`config.mk`:
```
export PLATFORM = sky130hd
export DESIGN_NAME = operand_queue
export DESIGN_NICKNAME = d
export VERILOG_FILES = /design/src/rtl/queue_cal_pkg.sv /design/src/rtl/queue_mem.sv /design/src/rtl/operand_queue.sv
export SDC_FILE = /design/constraint.sdc
export NUM_CORES = 1
export LEC_CHECK = 0
export ABC_AREA = 1
export CAP_MARGIN = 20
export CORE_MARGIN = 10
export CORE_UTILIZATION = 28
export DETAILED_ROUTE_END_ITERATION = 8
export SYNTH_ARGS = -nofsm -noshare
export SYNTH_HDL_FRONTEND = slang
export SYNTH_SLANG_ARGS = --single-unit
export TNS_END_PERCENT = 10
```
`constraint.sdc`:
```
create_clock -name clk -period 2.2 [get_ports clk]
set_input_delay 0.44 -clock clk [delete_from_list [all_inputs] [get_ports clk]]
set_output_delay 0.44 -clock clk [all_outputs]
set_load 0.05 [all_outputs]
```
`src/rtl/queue_cal_pkg.sv`:
```
// Shared definitions for the queue-based calculator: queue op codes and datapath width.
package queue_cal_pkg;

    localparam int QUEUE_DATA_W = 8;

    typedef enum logic [1:0] {
        Q_PUSH         = 2'd0,
        Q_SLEEP        = 2'd1,
        Q_GET_AND_PUSH = 2'd2,
        Q_POP          = 2'd3
    } queue_op_e;

endpackage

```
`src/rtl/queue_mem.sv`:
```
// Operand storage: one synchronous write port, two asynchronous read ports, no reset.
module queue_mem #(
    parameter int DEPTH  = 8,
    parameter int DATA_W = 8,
    parameter int AW     = $clog2(DEPTH)
) (
    input  logic              clk,
    input  logic              we,
    input  logic [AW-1:0]     waddr,
    input  logic [DATA_W-1:0] wdata,
    input  logic [AW-1:0]     raddr0,
    input  logic [AW-1:0]     raddr1,
    output logic [DATA_W-1:0] rdata0,
    output logic [DATA_W-1:0] rdata1
);

    logic [DATA_W-1:0] mem [DEPTH];

    always_ff @(posedge clk) begin
        if (we) begin
            mem[waddr] <= wdata;
        end
    end

    assign rdata0 = mem[raddr0];
    assign rdata1 = mem[raddr1];

endmodule

```
`src/rtl/operand_queue.sv`:
```
// Circular operand queue feeding the ALU with its two oldest entries; the ALU result is pushed back.
module operand_queue
    import queue_cal_pkg::*;
#(
    parameter int DEPTH  = 8,
    parameter int DATA_W = QUEUE_DATA_W
) (
    input  logic                  clk,
    input  logic                  rst,
    input  logic                  op_valid,
    input  logic [1:0]            queue_op,
    input  logic [DATA_W-1:0]     wdata,
    input  logic                  err_clr,
    output logic [2*DATA_W-1:0]   operands,
    output logic [$clog2(DEPTH):0] count,
    output logic                  empty,
    output logic                  full,
    output logic                  has_two,
    output logic                  op_done,
    output logic                  ovf_err,
    output logic                  unf_err
);

    localparam int AW = $clog2(DEPTH);
    localparam int CW = AW + 1;

    queue_op_e         op;
    logic [AW-1:0]     head;
    logic [AW-1:0]     tail;
    logic [CW-1:0]     count_q;
    logic [DATA_W-1:0] rd_head;
    logic [DATA_W-1:0] rd_next;
    logic              do_push;
    logic              do_pop;
    logic              do_gap;
    logic              set_ovf;
    logic              set_unf;

    assign op      = queue_op_e'(queue_op);
    assign count   = count_q;
    assign empty   = (count_q == '0);
    assign full    = (count_q == CW'(DEPTH));
    assign has_two = (count_q >= CW'(2));

    always_comb begin
        do_push = 1'b0;
        do_pop  = 1'b0;
        do_gap  = 1'b0;
        set_ovf = 1'b0;
        set_unf = 1'b0;
        if (op_valid) begin
            case (op)
                Q_PUSH: begin
                    if (full) set_ovf = 1'b1;
                    else      do_push = 1'b1;
                end
                Q_POP: begin
                    if (empty) set_unf = 1'b1;
                    else       do_pop  = 1'b1;
                end
                Q_GET_AND_PUSH: begin
                    if (has_two) do_gap  = 1'b1;
                    else         set_unf = 1'b1;
                end
                default: ;
            endcase
        end
    end

    // When full, tail==head: GET_AND_PUSH overwrites the slot it consumes in the same cycle.
    queue_mem #(
        .DEPTH  (DEPTH),
        .DATA_W (DATA_W),
        .AW     (AW)
    ) u_mem (
        .clk    (clk),
        .we     (do_push | do_gap),
        .waddr  (tail),
        .wdata  (wdata),
        .raddr0 (head),
        .raddr1 (head + AW'(1)),
        .rdata0 (rd_head),
        .rdata1 (rd_next)
    );

    always_ff @(posedge clk or posedge rst) begin
        if (rst) begin
            head    <= '0;
            tail    <= '0;
            count_q <= '0;
            op_done <= 1'b0;
            ovf_err <= 1'b0;
            unf_err <= 1'b0;
        end else begin
            op_done <= op_valid;
            if (do_push) begin
                tail    <= tail + AW'(1);
                count_q <= count_q + CW'(1);
            end
            if (do_pop) begin
                head    <= head + AW'(1);
                count_q <= count_q - CW'(1);
            end
            if (do_gap) begin
                head    <= head + AW'(2);
                tail    <= tail + AW'(1);
                count_q <= count_q - CW'(1);
            end
            ovf_err <= set_ovf | (ovf_err & ~err_clr);
            unf_err <= set_unf | (unf_err & ~err_clr);
        end
    end

    // Stale memory is masked so invalid slots never reach the ALU.
    assign operands[2*DATA_W-1:DATA_W] = empty   ? '0 : rd_head;
    assign operands[DATA_W-1:0]        = has_two ? rd_next : '0;

endmodule
```
# == After elaboration in Yosys (flattened, before gate mapping) ==
# Memory sizes are Yosys's and may differ from the RTL's.
# Cells that the tools add are included.
# classes
mux,27
magnitude_cmp,1
eq_ne,3
reduce_logical,5
bitwise_logic,6
n_addsub,5
# ops
op,count
1-bit two-way mux,17
8-bit two-way mux,2
3-bit two-way mux,4
4-bit two-way mux,3
3-bit by 1-bit adder with 3-bit output (second input constant),2
4-bit by 1-bit adder with 4-bit output (second input constant),1
2-bit == test (second input constant),2
4-bit == test (second input constant),1
4-bit by 2-bit >= comparator with 1-bit output (second input constant),1
4-bit zero test,1
2-bit nonzero test,2
4-bit by 1-bit subtractor with 4-bit output (second input constant),1
3-bit by 2-bit adder with 3-bit output (second input constant),1
1-bit OR,3
3-bit nonzero test,1
1-bit AND,2
2-bit zero test,1
1-bit one-hot mux with 2 select lines,1
1-bit inverter,1
# word_totals
memories,1
ff_bits,13
ramBits,64
inputBits,14
# mem_list
memory,depth,word_bits,read_ports,rd_ports_with_merged_regs,wr,line_no,text
u_mem.mem,8,8,2,0,1,queue_mem.sv:17,logic [DATA_W-1:0] mem [DEPTH];

# == Depth between registers and ports, before layout ==
# Gate-level depths: netlist of the first run.
# logic_depth
word_depth,7
mapped_depth,10

# == By module ==
# Synthesis of the first run repeated with hierarchy kept, for this count alone.
# hier_totals
hier_cells,577
hier_area_um2,4563.1
# by_module_without_submodules
mod,instances,seq_area_each_um2,area_per_inst_um2,cells_each
queue_mem,1,1921.8,3553.4,445
operand_queue,1,325.3,1009.7,132

# == Worst setup path before layout of the first run ==
# No wires, ideal clock.
# synth_timing
kind,reg2out
from,"register count_q[0], in the netlist count[0]"
to,output port operands[10]
stages_incl_launch_ff,7
slack_ns,-0.362
t_arrival_ns,2.122
required_time_ns,1.760
path_buffers,1
cell_sequence,dfrtp_1 > inv_1 > ha_1 > nand3_1 > buf_2 > nand2_1 > nor2_1
# synth_between
elab_chain_cells,2
# synth_rtl
element,line_no,text
"start, declared",operand_queue.sv:30,logic [CW-1:0] count_q;
"start signal, assigned",operand_queue.sv:98,count_q <= count_q + CW'(1);
"start signal, assigned",operand_queue.sv:102,count_q <= count_q - CW'(1);
"start signal, assigned",operand_queue.sv:107,count_q <= count_q - CW'(1);
4-bit zero test,operand_queue.sv:41,assign empty = (count_q == '0);
8-bit two-way mux,operand_queue.sv:115,assign operands[2*DATA_W-1:DATA_W] = empty ? '0 : rd_head;
"end, declared",operand_queue.sv:14,"output logic [2*DATA_W-1:0] operands,"
# Every way passes these cells.

# == Final worst setup path of the first run ==
# layout_timing
from,register head[0]
to,output port operands[7]
# layout_between
elab_chain_cells,3
# layout_rtl
element,line_no,text
"start, declared",operand_queue.sv:28,logic [AW-1:0] head;
"start signal, assigned",operand_queue.sv:101,head <= head + AW'(1);
"start signal, assigned",operand_queue.sv:105,head <= head + AW'(2);
3-bit by 1-bit adder with 3-bit output,operand_queue.sv:81,".raddr1 (head + AW'(1)),"
memory 8 x 8 bit,n/a,
8-bit two-way mux,operand_queue.sv:116,assign operands[DATA_W-1:0] = has_two ? rd_next : '0;
# Every way passes these cells.

==> metrics.md, run 1 <==
| Metric | Value |
|---|---|
| Starting density of the core | 28.58% |
| Post-DR wirelength/cell | about 17 µm |
| Worst Reg2Reg Path Length in Cells | 9 |
| Commonest non-fill, non-tap cells in the layout | nand2_1, edfxtp_1, inv_1 |
| Worst Path Required | 1.76 ns |
| Area Growth Syn to Fin | 33.31% |
| Crit start category | register |
| Vias/cell | 4.751 |
| Hpwl dp | 7732 µm |
| Initial DRC Count | 346 |
| Yosys Warn Count | 0 |
| Final setup viols | 14 |
| GR Util All Layers | between 10 and 15% |
| Share of cells above drive strength 1 | 26.05% |
| Synth cell types | 31 |
| Die footprint | between 20000 and 25000 µm² |
| Period utilization | 107.0% |
| CTS tree | built |
| Post-route DRC violation count | 0 |
| Clock sink count | 77 |
| Post-route setup slack | -0.1545 ns |
| Vias in the first global route | 3141 |
| Antenna viol nets, final | 0 |
| Crit Path Max Fanout | 6 |
| CTS Buf Count | 9 |
| Die height | 141.8 µm |
| Slew HR | between 60% and 70% |
| Sequential element share of the synthesized area | 54.10% |
| Via Count | 3245 |
| Crit end category | output port |
| Largest net degree at the start of global routing | 37 |
| Fin nets | 513 |
| Worst Max-Slew Pin Slew | 0.5442 ns |
| Most common cell after layout, fill and taps aside | nand2_1 |
| RSZ-0062 raised after global routing | yes |
| Die Width | 141.8 µm |
| Drt total wl | 11280 µm |
| Status | finished, violations left |
| Final Hold Viols | 0 |
| Clock root buffer | clkbuf_16 |
| Area after DPL | approximately 5100 µm² |
| Layout Skew | 0.006050 ns |
| First-pass GRT wire length | 17640 µm |
| Min Clock Period, post-route | about 2.4 ns |
| Core area | 14530 µm² |
| Clock-pin slew on the worst setup and hold paths | about 0.06 ns |
| Number of synthesized register bits | 77 |
| Overflow left after global routing | 0 |
| Design area | 5538 µm² |
| Critical path type | register to output port |
| Clock latency on the worst-skew pair | 0.34 ns |
| Final Slew Violations | 0 |
| Worst Hold Class | primary input to async pin |
| # diodes | 0 |
| H-tree lvl count | 3 |
| Clk buf depth | 2 |
| Site Rows | 44 |
| Drt first pass iters | 4 |
| Fmax | 424.7 MHz |
| GP Congestion | about 0.83 |
| Worst r2r src | count[0] |
| Post-Syn Area | slightly above 4000 µm² |
| Gate Count Post-Synth | 440 |
| Syn Nets | 459 |
| Initial antenna violation count | 0 |
| Reg2reg end | u_mem.mem[0][2] |
| Buffers on Ports | 39 |
| Critical Path AT | roughly 1.9 ns |
| Failing checks | setup timing |
| Syn_area_per_cell | about 9.4 µm² |
| Max-cap violations | 0 |
| Reg2Reg Setup Slack | 0.27 ns |
| I/O pin total | 40 |
Yosys cell counts:
library cell,n,area (µm²)
nand2_1,74,277.8
edfxtp_1,64,1922
a21oi_1,44,220.2
inv_1,43,161.4
nor2_1,42,157.7
o21ai_0,28,140.1
nand3_1,24,120.1
o211ai_1,24,180.2
o21ai_1,18,90.09
dfrtp_1,13,325.3
buf_2,11,55.05
buf_4,6,45.04
inv_2,6,22.52
ha_1,5,62.56
nor2_2,4,25.02
xor2_1,4,35.03
buf_6,3,33.78
clkbuf_1,3,11.26
nand2_2,3,18.77
nand2_4,3,33.78
nand2_8,3,60.06
nand3_2,3,30.03
clkbuf_2,2,10.01
nand3_4,2,35.03
xor2_2,2,32.53
a21oi_2,1,8.760
clkinv_2,1,5.000
inv_6,1,8.760
nand4_1,1,6.260
nor2_4,1,11.26
xnor2_1,1,8.760
worst max-delay path, stage by stage, from the launching register on:
cell and delay [ns]:
dfrtp_2 0.44, ha_4 0.30, inv_6 0.05, clkbuf_16 0.15
a21oi_1 0.12, o21ai_1 0.10, a21oi_2 0.21, nor2_4 0.06
buf_12 0.14
repair_timing:
item | 4_1_cts | 5_1_grt
gates cloned | 0 | 1
setup endpoints to repair | 16 | 17
pin swaps | 9 | 15
hold buffers | 0 | 0
buffers inserted | 2 | 0
gates resized for setup | 15 | 23
cell families (layout without fill, tap and decap cells):
group	Yosys count	count (layout)	share of synthesized area [%]
buf+inv	76	135	8.494
fa+ha+maj	5	5	1.506
simple gates	160	160	18.67
xor+xnor	7	7	1.837
flops	77	77	54.10
compound gates	115	115	15.39
how the worst max path moves through the flow:
stage	to	start	cells past startpoint
6_report	operands[7]	head[0]	8
5_1_grt	operands[2]	head[0]	8
4_1_cts	operands[1]	head[0]	9
3_5_place_dp	u_mem.mem[0][0]	op_valid	8
3_3_place_gp	u_mem.mem[0][7]	op_valid	8
2_1_floorplan	operands[5]	head[0]	8
area by class of cell:
class | instances | area, µm²
flip-flops and latches | 77 | 2251
clock inverters | 6 | 46.29
clock buffers | 10 | 229.0
multi-input cells | 287 | 1683
repair buffers | 68 | 890.9
fillers | 1447 | 8996
well taps | 184 | 230.2
inverters | 51 | 207.7
routing by layer:
metal  global-route usage, %  part of all wire [%]  up-vias
met2                   16.86                    46       96
met3                   3.438                   8.6       11
met4                   3.335                   1.1        0
li1                        -                     -     1603
met1                   15.23                    44     1535
met5                       0                     0        -
state kept, by name, summed over array words and instances (netlist names):
register,flops
unf_err,1
u_mem.mem,64
ovf_err,1
tail,3
op_done,1
head,3
count,4
metrics by stage:
stage | setup WS, ns | util, % | TNS (ns) | cells | hold slack (ns)
final | -0.1545 | 38.10 | -1.320 | 683 | 0.4393
after CTS | -0.1586 | 37.53 | -1.514 | 682 | 0.4517
after global routing | -0.2520 | 38.10 | -2.881 | 683 | 0.5186
after floorplan | -0.01315 | - | -0.09783 | 440 | 0.3168
after global placement | 0.02460 | 35.15 | 0 | 664 | 0.5142
after detailed placement | 0.005825 | 35.15 | 0 | 664 | 0.5191
Power of run 1 is left out: the tool's default activity adds up to more than one toggle a clock period on the data nets, which glitch-free logic cannot reach.
==> run 2, diff against run 1 <==
CORE_MARGIN = 8   (was 10)
==> run 2 against run 1 <==
- the flow still finishes with violations (setup timing)
- critical endpoint is now operands[1]
- maximum frequency up 1.3%
- global-route usage up 0.44 points
- worst hold slack better by 0.014 ns
- final cell count unchanged
- die area down 5.6%
- critical path type unchanged
- worst setup slack better by 0.030 ns
- routed wire length down 5.5%
- count of clock-buffer cells in the layout down 1
- sequential share of layout area down 0.64 points
- clock skew about the same
- design area up 1.6%
==> metrics.md, run 2 (synthesis results as in run 1) <==
| Metric | Value |
|---|---|
| Status | finished, violations left |
| Failing checks | setup timing |
| Vias in the first global route | 3124 (-0.54%) |
| Drt first pass iters | 5 (+1) |
| Fin nets | 513 (unchanged) |
| Final Hold Viols | 0 (unchanged) |
| FF+latch area | 2251 µm² (unchanged) |
| Commonest non-fill, non-tap cells in the layout | nand2_1, edfxtp_1, inv_1 |
| Crit. Startpoint | head[0] |
| Max FFs per register | 64 (unchanged) |
| H-tree lvl count | 3 (unchanged) |
| Via Count | 3302 (+1.8%) |
| Setup bufs post-CTS | 0 (-2) |
| Slew HR | 63.91% (+0.23 points) |
| Clock latency on the worst-skew pair | 0.33 ns (about the same) |
| Setup_tns | -1.388 ns (-0.06821 ns) |
| Critical Path AT | 1.88 ns (-0.03 ns) |
| Overflow left after global routing | 0 (unchanged) |
| Antenna viol nets, final | 0 (unchanged) |
| Post-route setup slack | -0.1243 ns (+0.03015 ns) |
| I/O pin total | 40 (unchanged) |
| GP Congestion | 0.7857 (-5.2%) |
| Post-DR wirelength/cell | 15.61 µm (-5.5%) |
| Hpwl dp | 7303 µm (-5.5%) |
| Site Rows | 44 (unchanged) |
| Worst Hold Class | primary input to async pin |
| CTS Hold Bufs | 0 (unchanged) |
| Core area | 14530 µm² (unchanged) |
| Buffers on Ports | 39 (unchanged) |
| Worst Path Required | 1.76 ns (about the same) |
| Area taken by multi-input logic gates | 1690 µm² (+0.45%) |
| CP peak stage delay | 0.44 ns (about the same) |
| CTS Buf Count | 9 (unchanged) |
| First-pass GRT wire length | 16930 µm (-4.1%) |
| Worst r2r src | count[0] |
| Clock root buffer | clkbuf_16 |
| Final Slew Violations | 0 (unchanged) |
| Clock-pin slew on the worst setup and hold paths | 0.06 ns (about the same) |
| Layout Skew | 0.006436 ns (+0.0003859 ns) |
| Crit end category | output port |
| Initial DRC Count | 206 (-40%) |
| Max-cap violations | 0 (unchanged) |
| Fmax | 430.2 MHz (+1.3%) |
| Period utilization | 105.7% (-1.4 points) |
| Filler cell count | 1398 (-3.4%) |
| # diodes | 0 (unchanged) |
| Most common cell after layout, fill and taps aside | nand2_1 |
| Area Growth Syn to Fin | 35.45% |
| Share of cells above drive strength 1 | 25.65% (-0.40 points) |
| Die Width | 137.8 µm (-2.8%) |
| Drt total wl | 10660 µm (-5.5%) |
| Die footprint | 18990 µm² (-5.6%) |
| RSZ-0062 raised after global routing | yes |
| CP Cell Sequence | ha_4, inv_6, buf_16, a21oi_1, o21ai_1, nand3_1, nand2_2, nor2_4, buf_12 |
| Initial antenna violation count | 0 (unchanged) |
| Starting density of the core | 28.58% (unchanged) |
| Min Clock Period, post-route | 2.324 ns (-0.03015 ns) |
| Worst Max-Slew Pin Slew | 0.5407 ns (-0.003499 ns) |
| Worst path bufs/invs | 3 (unchanged) |
| Clk buf depth | 2 (unchanged) |
| Top Family by Delay on Critical Path | flip-flops |
| Crit start category | register |
| Vias/cell | 4.835 (+1.8%) |
| GR Util All Layers | 11.70% (+0.44 points) |
| CP max-delay cell | dfrtp_2 |
| Critical path type | register to output port |
| Crit Path Max Fanout | 7 (+1) |
| Die height | 137.8 µm (-2.8%) |
| Largest Register | u_mem.mem |
| Post-route DRC violation count | 0 (unchanged) |
| Largest net degree at the start of global routing | 36 (-2.7%) |
| Final setup viols | 16 (+2) |
| Clock sink count | 77 (unchanged) |
| CTS tree | built |
-- run 2: changes by cell type in the layout (fill, tap and decap cells not counted), sizes merged --
cell | previous run | this run
bufinv | 0 | 3
clkinvlp | 2 | 1
clkbuf | 11 | 9
clkinv | 3 | 4
inv | 52 | 50
buf | 48 | 49
-- run 2: repair_timing --
item | CTS | global route
setup endpoints to repair | 16 | 17
pin swaps | 15 | 4
resized for setup | 27 | 11
gates cloned | 1 | 0
-- run 2: worst reg2reg max path: cells and delay by family, from the launching register on --
| family | cells | cell delay [ns] |
|---|---|---|
| AND/OR/NAND/NOR | 6 | 0.75 |
| adder cells (fa/ha/maj) | 1 | 0.17 |
| flip-flops | 1 | 0.44 |
| buffers and inverters | 2 | 0.31 |
-- run 2: cell type report --
cell class | count | share of cell area, %
clock buffers | 9 | 4.003
repair buffers | 68 | 16.19
flip-flops and latches | 77 | 40.00
clock inverters | 7 | 2.024
multi-input cells | 287 | 30.04
well taps | 184 | 4.092
inverters | 51 | 3.647
-- run 2: path summary, 6_finish.rpt --
check,end,slack [ns],cells past startpoint
setup / recovery,operands[1],-0.12,9
hold / removal,tail[1],0.45,2
setup reg to reg,u_mem.mem[1][3],0.23,9
hold reg to reg,count[0],0.53,1
max in group asynchronous,head[0],1.35,2
min in group clk,count[0],0.53,1
-- run 2: through the flow --
step	instances	utilization (%)	area [µm²]	hold slack (ns)	setup slack [ns]
6_report	683	38.71	5627	0.4529	-0.1243
4_1_cts	683	38.46	5590	0.4732	-0.1463
3_3_place_gp	666	35.34	5136	0.5217	0.02292
5_1_grt	683	38.71	5627	0.5096	-0.2234
3_5_place_dp	666	35.34	5136	0.5249	0.01201
2_1_floorplan	440	-	4197	0.3168	-0.01315
-- run 2: metal layers --
layer  vias up  track usage (%)  wire [µm]
li1       1607                -          -
met1      1568            15.66       4851
met2       115            17.64       4864
met3        12            3.319        783
met4         0            4.179        159
met5         -                0          0
Power of run 2 is left out for the same reason.
